$ cat config.mk
export PLATFORM = sky130hd
export DESIGN_NAME = float18_to_float32_pair
export DESIGN_NICKNAME = d
export VERILOG_FILES = /design/src/rtl/float_fmt_pkg.sv /design/src/rtl/f18_to_f32_lane.sv /design/src/rtl/float18_to_float32_pair.sv
export SDC_FILE = /design/constraint.sdc
export NUM_CORES = 1
export LEC_CHECK = 0
export ABC_AREA = 1
export CAP_MARGIN = 20
export CORE_MARGIN = 3
export CORE_UTILIZATION = 25
export CTS_CLUSTER_DIAMETER = 30
export DETAILED_ROUTE_END_ITERATION = 8
export HOLD_SLACK_MARGIN = 0.08
export MAX_ROUTING_LAYER = met4
export SETUP_SLACK_MARGIN = 0.15
export SYNTH_ARGS = -nofsm -noshare
export SYNTH_HDL_FRONTEND = slang
export SYNTH_SLANG_ARGS = --single-unit
export TNS_END_PERCENT = 50
$ cat constraint.sdc
create_clock -name clk -period 1.4 [get_ports clk]
set_clock_uncertainty 0.2 [all_clocks]
set_input_delay 0.14 -clock clk [delete_from_list [all_inputs] [get_ports clk]]
set_output_delay 0.14 -clock clk [all_outputs]
set_load 0.005 [all_outputs]
$ cat src/rtl/float_fmt_pkg.sv
// Shared float format constants and helpers for the float18 <-> float32 path.
// float18 = {sign, exp[5:0] bias 31, mant[10:0]}; float32 = IEEE-754 single.
package float_fmt_pkg;

  localparam int F18_EXP_W = 6;
  localparam int F18_MAN_W = 11;
  localparam int F18_BIAS  = 31;
  localparam int F32_EXP_W = 8;
  localparam int F32_MAN_W = 23;
  localparam int F32_BIAS  = 127;
  // Exponent offset between the two formats (127 - 31).
  localparam int REBIAS    = F32_BIAS - F18_BIAS;

  // Per-lane classification carried from S1 to S2.
  typedef enum logic [2:0] {
    CLS_ZERO   = 3'd0,
    CLS_DENORM = 3'd1,
    CLS_NORMAL = 3'd2,
    CLS_INF    = 3'd3,
    CLS_NAN    = 3'd4
  } lane_class_t;

  // Classify a float18 by its exponent and mantissa fields.
  function automatic lane_class_t classify_f18(input logic [F18_EXP_W-1:0] e,
                                               input logic [F18_MAN_W-1:0] m);
    lane_class_t c;
    if (e == '0)
      c = (m == '0) ? CLS_ZERO : CLS_DENORM;
    else if (e == '1)
      c = (m == '0) ? CLS_INF : CLS_NAN;
    else
      c = CLS_NORMAL;
    return c;
  endfunction

  // Leading-zero count of an 11-bit mantissa; returns 11 for an all-zero input.
  function automatic logic [3:0] lzc11(input logic [F18_MAN_W-1:0] m);
    logic [3:0] n;
    n = 4'd11;
    // Scanning upward, the highest set bit is the last one to write n.
    for (int i = 0; i < F18_MAN_W; i++) begin
      if (m[i]) n = 4'(F18_MAN_W - 1 - i);
    end
    return n;
  endfunction

endpackage

$ cat src/rtl/f18_to_f32_lane.sv
// Single-lane float18 -> float32 converter, 3 register stages, all advancing on en.
// S1: register + classify. S2: exponent rebias / denormal normalisation. S3: pack.
// FLOAT18_DENORM_EN: when defined, denormals are normalised exactly; when undefined
// they flush to signed zero and S2 carries no LZC/shift logic.
module f18_to_f32_lane
  import float_fmt_pkg::*;
(
  input  logic        clk,
  input  logic        rst_n,
  input  logic        en,
  input  logic [17:0] din,
  output logic [31:0] dout
);

  logic                 s1_sign_reg;
  logic [F18_EXP_W-1:0] s1_exp_reg;
  logic [F18_MAN_W-1:0] s1_man_reg;
  lane_class_t          s1_cls_reg;

  logic                 s2_sign_reg;
  logic [F32_EXP_W-1:0] s2_exp_reg;
  logic [F18_MAN_W-1:0] s2_man_reg;

  logic [F32_EXP_W-1:0] s2_exp_next;
  logic [F18_MAN_W-1:0] s2_man_next;

  // S1: capture the raw fields and classify the incoming value.
  always_ff @(posedge clk or negedge rst_n) begin
    if (!rst_n) begin
      s1_sign_reg <= 1'b0;
      s1_exp_reg  <= '0;
      s1_man_reg  <= '0;
      s1_cls_reg  <= CLS_ZERO;
    end else if (en) begin
      s1_sign_reg <= din[17];
      s1_exp_reg  <= din[16:11];
      s1_man_reg  <= din[10:0];
      s1_cls_reg  <= classify_f18(din[16:11], din[10:0]);
    end
  end

`ifdef FLOAT18_DENORM_EN
  logic [3:0] s2_lz;
  assign s2_lz = lzc11(s1_man_reg);
`endif

  // S2 datapath: build the float32 exponent and the top 11 mantissa bits per class.
  always_comb begin
    s2_exp_next = '0;
    s2_man_next = '0;
    unique case (s1_cls_reg)
      CLS_NORMAL: begin
        s2_exp_next = {2'b00, s1_exp_reg} + 8'(REBIAS);
        s2_man_next = s1_man_reg;
      end
      CLS_DENORM: begin
`ifdef FLOAT18_DENORM_EN
        // Shift the leading one out into the hidden bit; the value stays exact.
        s2_exp_next = 8'(REBIAS) - {4'b0000, s2_lz};
        s2_man_next = s1_man_reg << (s2_lz + 4'd1);
`else
        // Flush to signed zero: exponent and mantissa stay at their zero defaults.
        s2_exp_next = '0;
        s2_man_next = '0;
`endif
      end
      CLS_INF: begin
        s2_exp_next = '1;
        s2_man_next = '0;
      end
      CLS_NAN: begin
        // Force the quiet bit, keep the remaining payload bits.
        s2_exp_next = '1;
        s2_man_next = {1'b1, s1_man_reg[9:0]};
      end
      default: begin
        s2_exp_next = '0;
        s2_man_next = '0;
      end
    endcase
  end

  // S2: register the converted fields.
  always_ff @(posedge clk or negedge rst_n) begin
    if (!rst_n) begin
      s2_sign_reg <= 1'b0;
      s2_exp_reg  <= '0;
      s2_man_reg  <= '0;
    end else if (en) begin
      s2_sign_reg <= s1_sign_reg;
      s2_exp_reg  <= s2_exp_next;
      s2_man_reg  <= s2_man_next;
    end
  end

  // S3: pack into the output word; low mantissa bits are always zero.
  always_ff @(posedge clk or negedge rst_n) begin
    if (!rst_n) begin
      dout <= '0;
    end else if (en) begin
      dout <= {s2_sign_reg, s2_exp_reg, s2_man_reg, 12'b0};
    end
  end

endmodule

$ cat src/rtl/float18_to_float32_pair.sv
// Complex float18 pair -> two IEEE-754 singles, fixed 3-cycle latency, valid/ready.
// The whole pipeline shares one enable, so a stalled output freezes every stage.
// FLOAT18_DENORM_EN selects exact denormal handling (see f18_to_f32_lane).
module float18_to_float32_pair
  import float_fmt_pkg::*;
#(
  parameter int PIPE_STAGES = 3
) (
  input  logic        clk,
  input  logic        rst_n,
  input  logic [35:0] din,
  input  logic        din_valid,
  output logic        din_ready,
  output logic [31:0] re,
  output logic [31:0] im,
  output logic        rdy,
  input  logic        dout_ready
);

  logic                   en;
  logic [PIPE_STAGES-1:0] vld_reg;
  logic [31:0]            lane_out [2];

  // Advance whenever the output slot is empty or being consumed.
  assign en        = !rdy || dout_ready;
  assign din_ready = en;
  assign rdy       = vld_reg[PIPE_STAGES-1];

  // Stage valid shift register, aligned with the lane data stages.
  always_ff @(posedge clk or negedge rst_n) begin
    if (!rst_n) begin
      vld_reg <= '0;
    end else if (en) begin
      vld_reg <= {vld_reg[PIPE_STAGES-2:0], din_valid};
    end
  end

  // Lane 0 converts the imaginary half, lane 1 the real half.
  for (genvar gi = 0; gi < 2; gi++) begin : g_lane
    f18_to_f32_lane u_lane (
      .clk   (clk),
      .rst_n (rst_n),
      .en    (en),
      .din   (din[gi*18 +: 18]),
      .dout  (lane_out[gi])
    );
  end

  assign im = lane_out[0];
  assign re = lane_out[1];

endmodule

; Yosys cells after proc, flatten, opt, wreduce, memory -nomap -nowiden
; Index checks and enable logic that the tools add are counted.
[totals]
regBits = 125
in_bits = 40
output_inout_bits = 66
word_cells = 47
[op_classes]
addsub = 2
n_eq_ne = 8
mux = 12
reduce_logical = 8
[ops]
columns = op, count
row1 = $pmux 11 s2, 2
row2 = $pmux 8 s2, 2
row3 = $logic_not 11->1, 2
row4 = $mux 3, 6
row5 = $add 6x7->8 const B, 2
row6 = $eq 3x2->1 const B, 4
row7 = $eq 6x6->1 const B, 2
row8 = $logic_not 6->1, 2
row9 = $eq 3x3->1 const B, 2
row10 = $reduce_or 2->1, 2
row11 = $mux 1, 2
row12 = $logic_not 1->1, 1
row13 = $logic_or 1x1->1, 1

; Longest topological paths before layout
; Gate-level depths: netlist of the first run.
[depth]
ltp_word = 4
ltp_mapped = 7
ltp_nobuf = 7

; Cells and area by module
; From an unflattened synthesis of the first run, not the netlist that was laid out.
[unflattened]
cells_unflattened = 575
area_unflattened_um2 = 5147.4
[modules_own_cells]
columns = module, instances, cells_each, area_each_um2, seq_area_each_um2
row1 = f18_to_f32_lane, 2, 281, 2514.9, 1476.4
row2 = float18_to_float32_pair, 1, 13, 117.6, 75.1

; Worst setup path before layout of the first run
; No wires, ideal clock.
[synth_path]
path_kind = reg-to-reg
startpoint = register vld_reg[2]
endpoint = register g_lane[0].u_lane.dout[29]
setup_ns = 0.117
arrival_ns = 0.953
required_time_ns = 1.083
slack_ns = 0.130
path_stages_with_launch = 7
path_buffers = 2
period_less_slack_ns = 1.270
path_cell_list = dfrtp_1 > nand2_4 > inv_2 > buf_6 > buf_4 > nand2_1 > nand2_1
[synth_between]
elab_chain_cells = 2
[synth_rtl]
columns = element, line_no
row1 = from (decl), float18_to_float32_pair.sv:21  ; logic [PIPE_STAGES-1:0] vld_reg;
row2 = from (signal assigned), float18_to_float32_pair.sv:34  ; vld_reg <= {vld_reg[PIPE_STAGES-2:0], din_valid};
row3 = $logic_not 1->1, float18_to_float32_pair.sv:25  ; assign en = !rdy || dout_ready;
row4 = $logic_or 1x1->1, float18_to_float32_pair.sv:25
row5 = to (signal assigned), f18_to_f32_lane.sv:101  ; dout <= {s2_sign_reg, s2_exp_reg, s2_man_reg, 12'b0};
row6 = to (decl), f18_to_f32_lane.sv:12  ; output logic [31:0] dout
; No other way between the ends.
; A chain may end at the register's enable or synchronous reset.

; Final worst setup path of the first run
[layout_path]
startpoint = register vld_reg[2]
endpoint = register g_lane[0].u_lane.s2_exp_reg[4]
[layout_between]
elab_chain_cells = 2
[layout_rtl]
columns = element, line_no
row1 = $logic_not 1->1, float18_to_float32_pair.sv:25
row2 = $logic_or 1x1->1, float18_to_float32_pair.sv:25
row3 = to (signal assigned), f18_to_f32_lane.sv:91  ; s2_exp_reg <= s2_exp_next;
row4 = to (decl), f18_to_f32_lane.sv:21  ; logic [F32_EXP_W-1:0] s2_exp_reg;
; No other way between the ends.

==> reports/metrics.cfg, run 1 <==
[status]
status=complete, no violations

[synth]
synth_top_family_by_area=simple AND/OR/NAND/NOR gates
synth_top_cell_by_area=dfrtp_1
synthFlopType=dfrtp_1
synth_area_mm2=0.005200
synth_xor_area_share_pct=0
synth_edf_count=0
synth-compound-area-share_pct=12.03
synth.area.mux_share_pct=0
synthCells=559
ys_ff_latch=121
synthMostInstantiatedCell=nand2_1
yosys.area_share.simple_pct=17.76
yosys.area_share.adder_pct=0
post-synth-top-area-fraction_pct=58.23
synth_area_leaders=dfrtp_1, nand2_1, o21ai_0
yosys_warnings=0
synth-seq-area-share_pct=58.23
yosys-top-cells-count=nand2_1, dfrtp_1, inv_1, o21ai_0, nor2_1
ys_types=24
synth_async_sr_flop_share_pct=100.0
synth_area_per_cell_um2=9.302

[final_layout]
final_nets=749
area_growth_syn_to_layout_pct=42.56
nFillCells=2061
insertedDiodeCount=0
final_layout_size_suffix_gt1_share_pct=26.78
largest_register_ffs=38

[power_and_ir_drop]
finalPower_mw=13.94
ir_drop_uv=834.8
power_density_mw_per_mm2=1881
p_leak_nw=3.699

[global_routing]
overflow=0
gr-usage-all-layers_pct=11.26
antenna_found_initial=0
first_global_vias=3924
grt_max_degree=48
grt_pass1_wl_um=19440

[cts]
htreeDepth=4
cts_buffers=17
cts.sinks=121
cts_root_buffer=clkbuf_16
cts_tree=done
ctsHoldBuffers=2
clk_pin_slew_ns=0.05
clock_path_buffers=2
clock_latency_ns=0.41

[floorplanning]
dieWidth_um=150.2
start_util_pct=25.53
die_area_mm2=0.02257
ioPinCount=106
coreArea_mm2=0.02036
placement_rows=52
die_h_um=150.2

[detailed_routing]
viasPerCell=4.026
drc=0
num_vias=3974
drt_iter0_markers=171
wl_um=12380
wire_per_inst_um=12.54
drtAntennaViolNets=0
firstDrtPassIters=4

[timing]
fin_ws_ns=0.01089
hold_viol=0
min_period_ns=1.389
slew_viol_final=0
fmax_ghz=0.7199
fin_crit_sh_pct=99.22
rsz0062_at_grt=true
finalSetupViolations=0
finalHoldWorstSlack_ns=0.02346

[setup_path]
worstSetupPathType=flop to flop
critical_path.endpoint_type=flop
r2r_setup_slack_ns=0.01
required_ns=1.49
worst-path-max-fanout=14
r2r_end=g_lane[0].u_lane.s2_exp_reg[4]
timing.rr.start=vld_reg[2]
start_kind=flop
crit_arrival_ns=1.48
reg2reg_depth=5

[job]
maxCapViolations=0

[placed_design]
post-place-ws_ns=-0.2594
port-buffer-count=81
gp_congestion=0.7542
hpwl_um=7834

[min_path]
min_path_type=input port to asynchronous set/reset pin

routing by layer:
metal	global-route usage, %	vias up	wire length, um
li1	-	1997	-
met1	14.41	1886	5840
met2	17.28	77	5967
met3	2.408	14	384
met4	4.941	0	187
met5	-	-	0
worst max-delay path by stage:
stage,start,endpoint,depth (start not counted)
2_1_floorplan,vld_reg[2],g_lane[0].u_lane.dout[29],6
3_3_place_gp,dout_ready,g_lane[1].u_lane.s2_exp_reg[7],7
3_5_place_dp,dout_ready,g_lane[1].u_lane.s2_exp_reg[6],7
4_1_cts,g_lane[0].u_lane.dout[29],im[28],2
5_1_grt,vld_reg[2],g_lane[1].u_lane.s2_exp_reg[0],6
6_report,vld_reg[2],g_lane[0].u_lane.s2_exp_reg[4],5
kinds of logic (layout without fill, tap and decap cells):
| family | Yosys count | in the layout |
|---|---|---|
| and+or+nand+nor | 226 | 226 |
| other | 1 | 24 |
| DFF | 121 | 121 |
| AOI/OAI and AO/OA | 97 | 97 |
| buffers and inverters | 114 | 249 |
where the power goes:
group	switching [mW]	total, mW	internal (mW)
logic	2.25	4.62	2.36
registers	0.576	5.34	4.77
clock network	1.42	3.98	2.56
cells in the final DEF (no fill, tap or decap), types with 3 or more instances in the layout:
cell type	instances
o21ai_1	16
conb_1	24
buf_4	47
dfrtp_1	120
buf_2	38
nor2_1	38
o21ai_2	10
inv_1	62
o21ai_0	42
nand3_1	9
clkbuf_16	21
o22ai_2	11
clkbuf_8	4
nand2_2	9
clkdlybuf4s50_1	38
buf_6	10
buf_12	13
nand2_1	154
a21oi_1	10
clkinv_2	3
nor2_2	5
buf_8	5
o22a_1	6
final cells by class:
type	count	area, um2	share of cell area [%]
Multi-Input combinational cell	347	1749	23.59
Clock buffer	23	488.0	6.582
Inverter	64	245.2	3.308
Tap cell	270	337.8	4.557
Clock inverter	4	45.04	0.6076
Sequential cell	121	3029	40.86
Timing Repair Buffer	158	1519	20.49
repair_timing:
| action | in CTS | in global routing |
|---|---|---|
| resized for setup | 199 | 33 |
| endpoints found under the hold margin | 122 | 17 |
| pin swaps | 2 | 6 |
| cloned | 1 | 5 |
| setup buffers | 21 | 1 |
| setup endpoints to repair | 157 | 162 |
worst max-delay path: stages, from the launching register on:
cell	delay (ns)
dfrtp_1	0.39
nand2_4	0.07
buf_8	0.13
buf_12	0.15
buf_8	0.14
o22a_1	0.19
metrics by stage:
step	TNS (ns)	cell area, um2	instances	utilization, %
after floorplan	0	5286	582	-
after global placement	-16.02	6556	930	32.19
after detailed placement	-15.46	6556	930	32.19
after CTS	0	7214	981	35.43
after global routing	-2.082	7413	987	36.40
final	0	7413	987	36.40
(Power assumes the default switching activity.)
==> inputs of run 2 (changes only) <==
--- a/config.mk
+++ b/config.mk
@@ -7,7 +7,8 @@
 export LEC_CHECK = 0
 export ABC_AREA = 1
 export CAP_MARGIN = 20
-export CORE_MARGIN = 3
+export CORE_ASPECT_RATIO = 0.8
+export CORE_MARGIN = 5
 export CORE_UTILIZATION = 25
 export CTS_CLUSTER_DIAMETER = 30
 export DETAILED_ROUTE_END_ITERATION = 8
==> reports/metrics.cfg, run 2 (synthesis gave the netlist of run 1 again) <==
[status]
status=finished with violations
failed_checks=hold timing, setup timing

[final_layout]
final_cells=1005  ; +1.8%
final_layout_size_suffix_gt1_share_pct=33.15  ; +6.4 points
nFillCells=2039  ; -1.1%
largest_register_ffs=38  ; unchanged
final_common_cell=nand2_1
final_nets=765  ; +2.1%
area_growth_syn_to_layout_pct=51.30
regArea_mm2=0.003028  ; about the same
fin_area_mm2=0.007868  ; +6.1%
final_cell_mix=nand2_1, dfrtp_1, inv_1
insertedDiodeCount=0  ; unchanged
fin_util_pct=38.22  ; +1.8 points
multi_input_area_mm2=0.001907  ; +9.0%

[detailed_routing]
drc=0  ; unchanged
firstDrtPassIters=4  ; unchanged
drt_iter0_markers=253  ; +48%
num_vias=4107  ; +3.3%
wire_per_inst_um=13.18  ; +5.0%
wl_um=13240  ; +7.0%
drtAntennaViolNets=0  ; unchanged
viasPerCell=4.087  ; +1.5%

[global_routing]
first_global_vias=3962  ; +0.97%
overflow=0  ; unchanged
grt_pass1_wl_um=20170  ; +3.8%
antenna_found_initial=0  ; unchanged
grt_max_degree=47  ; -2.1%
gr-usage-all-layers_pct=10.96  ; -0.30 points

[placed_design]
post-place-ws_ns=-0.2950  ; -0.03569 ns
place_inst=931  ; +0.11%
hpwl_um=8070  ; +3.0%
gp_congestion=0.7574  ; +0.42%
port-buffer-count=81  ; unchanged
placed_cell_area_mm2=0.006533  ; -0.36%

[power_and_ir_drop]
ir_drop_uv=901.6  ; +8.0%
sw_frac_of_total_pct=31.36  ; +0.90 points
p_int_mw=10.21  ; +5.3%
seqPwrFrac_pct=35.8  ; -2.5 points
power.switching_mw=4.666  ; +9.9%
p_leak_nw=3.899  ; +5.4%
p_clk_share_pct=27.7  ; -0.8 points
comb_power_share_pct=36.5  ; +3.4 points
power_density_mw_per_mm2=1891  ; +0.54%

[cts]
clock_latency_ns=0.41  ; about the same
ctsHoldBuffers=2  ; unchanged
cts_root_buffer=clkbuf_16
cts.sinks=121  ; unchanged
clock_path_buffers=2  ; unchanged
cts_tree=done
cts_buffers=17  ; unchanged
htreeDepth=4  ; unchanged
clk_pin_slew_ns=0.06  ; about the same

[timing]
fmax_ghz=0.6895  ; -4.2%
min_period_ns=1.450  ; +0.06113 ns
hold_viol=14  ; +14
fin_crit_sh_pct=103.6  ; +4.4 points
rsz0062_at_grt=true
fin_setup_tns_ns=-0.1659  ; -0.1659 ns
finalSetupViolations=15  ; +15
fin_ws_ns=-0.05025  ; -0.06113 ns
finalHoldWorstSlack_ns=-0.03950  ; -0.06295 ns
slew_viol_final=0  ; unchanged

[floorplanning]
die_h_um=139.0  ; -7.5%
start_util_pct=25.26  ; -0.27 points
placement_rows=47  ; -9.6%
dieWidth_um=171.2  ; +14%
die_area_mm2=0.02380  ; +5.5%
ioPinCount=106  ; unchanged
coreArea_mm2=0.02058  ; +1.1%

[setup_path]
crit_arrival_ns=1.11  ; -0.37 ns
reg2reg_depth=5  ; unchanged
cp_slowest_cell=dfrtp_1
worst-path-max-fanout=6  ; -8
cp_common_cell=buf_6
cpPeakStageDelay_ns=0.38  ; about the same
start_kind=flop
path_cells=buf_6 -> nand2_8 -> buf_6
worstSetupPathType=flop to primary output
required_ns=1.06  ; -0.43 ns
critical_path.endpoint_type=primary output

[job]
maxCapViolations=0  ; unchanged

[min_path]
min_path_type=input port to asynchronous set/reset pin

[run 2: cell count changes in the layout (fill, tap and decap cells not counted), sizes merged]
cell,previous run,this run
buf,114,125
clkbuf,27,31
clkinv,3,6
clkinvlp,0,1
[run 2: path summary, 6_finish.rpt]
path	startpoint	to	slack, ns
hold reg to reg	vld_reg[1]	vld_reg[2]	0.25
max in group asynchronous	rst_n	g_lane[0].u_lane.s2_man_reg[0]	0.48
setup / recovery	vld_reg[2]	din_ready	-0.05
setup reg to reg	vld_reg[2]	g_lane[0].u_lane.s1_man_reg[5]	-0.02
hold / removal	rst_n	g_lane[1].u_lane.dout[18]	-0.04
min in group clk	din[9]	g_lane[0].u_lane.s1_man_reg[9]	0.11
[run 2: per-stage QoR]
step / power, mW / hold slack [ns]
6_report: 14.88 / -0.03950
5_1_grt: 15.86 / -0.01785
4_1_cts: 14.07 / -0.04240
3_5_place_dp: 9.642 / -0.1507
3_3_place_gp: 9.561 / -0.1546
2_1_floorplan: 7.464 / -0.3556
[run 2: area by class of cell]
class                           instances  area share (%)
Clock buffer                           22           6.155
Clock inverter                          8          0.9065
Inverter                               64           3.260
Multi-Input combinational cell        347           24.24
Sequential cell                       121           38.49
Tap cell                              269           4.278
Timing Repair Buffer                  174           22.68
[run 2: power by group through the flow]
stage / sequential (mW) / combinational, mW / clock [mW]
6_report: 5.32 / 5.43 / 4.13
5_1_grt: 5.48 / 6.00 / 4.39
4_1_cts: 5.31 / 4.53 / 4.23
3_5_place_dp: 5.40 / 4.25 / 0
3_3_place_gp: 5.37 / 4.19 / 0
2_1_floorplan: 5.36 / 2.11 / 0
[run 2: metal layers]
layer  part of all wire [%]  routed length, um  up-vias  GRT usage, %
met4                    2.0                260        0         3.585
met5                      0                  0        -             -
met3                    5.5                730       21         3.819
met1                     47               6250     1962         14.34
li1                       -                  -     2032             -
met2                     45               6000       92         15.93
[run 2: timing repair]
action	CTS	global route
endpoints found under the hold margin	122	14
resized for setup	205	101
pin swaps	2	6
buffers inserted	23	6
setup endpoints to repair	148	160
gates cloned	2	11
[run 2: critical path: cells and delay by family (launching register included)]
family / cells / cell delay (ns)
flops: 1 / 0.38
buf+inv: 2 / 0.24
simple gates: 1 / 0.08
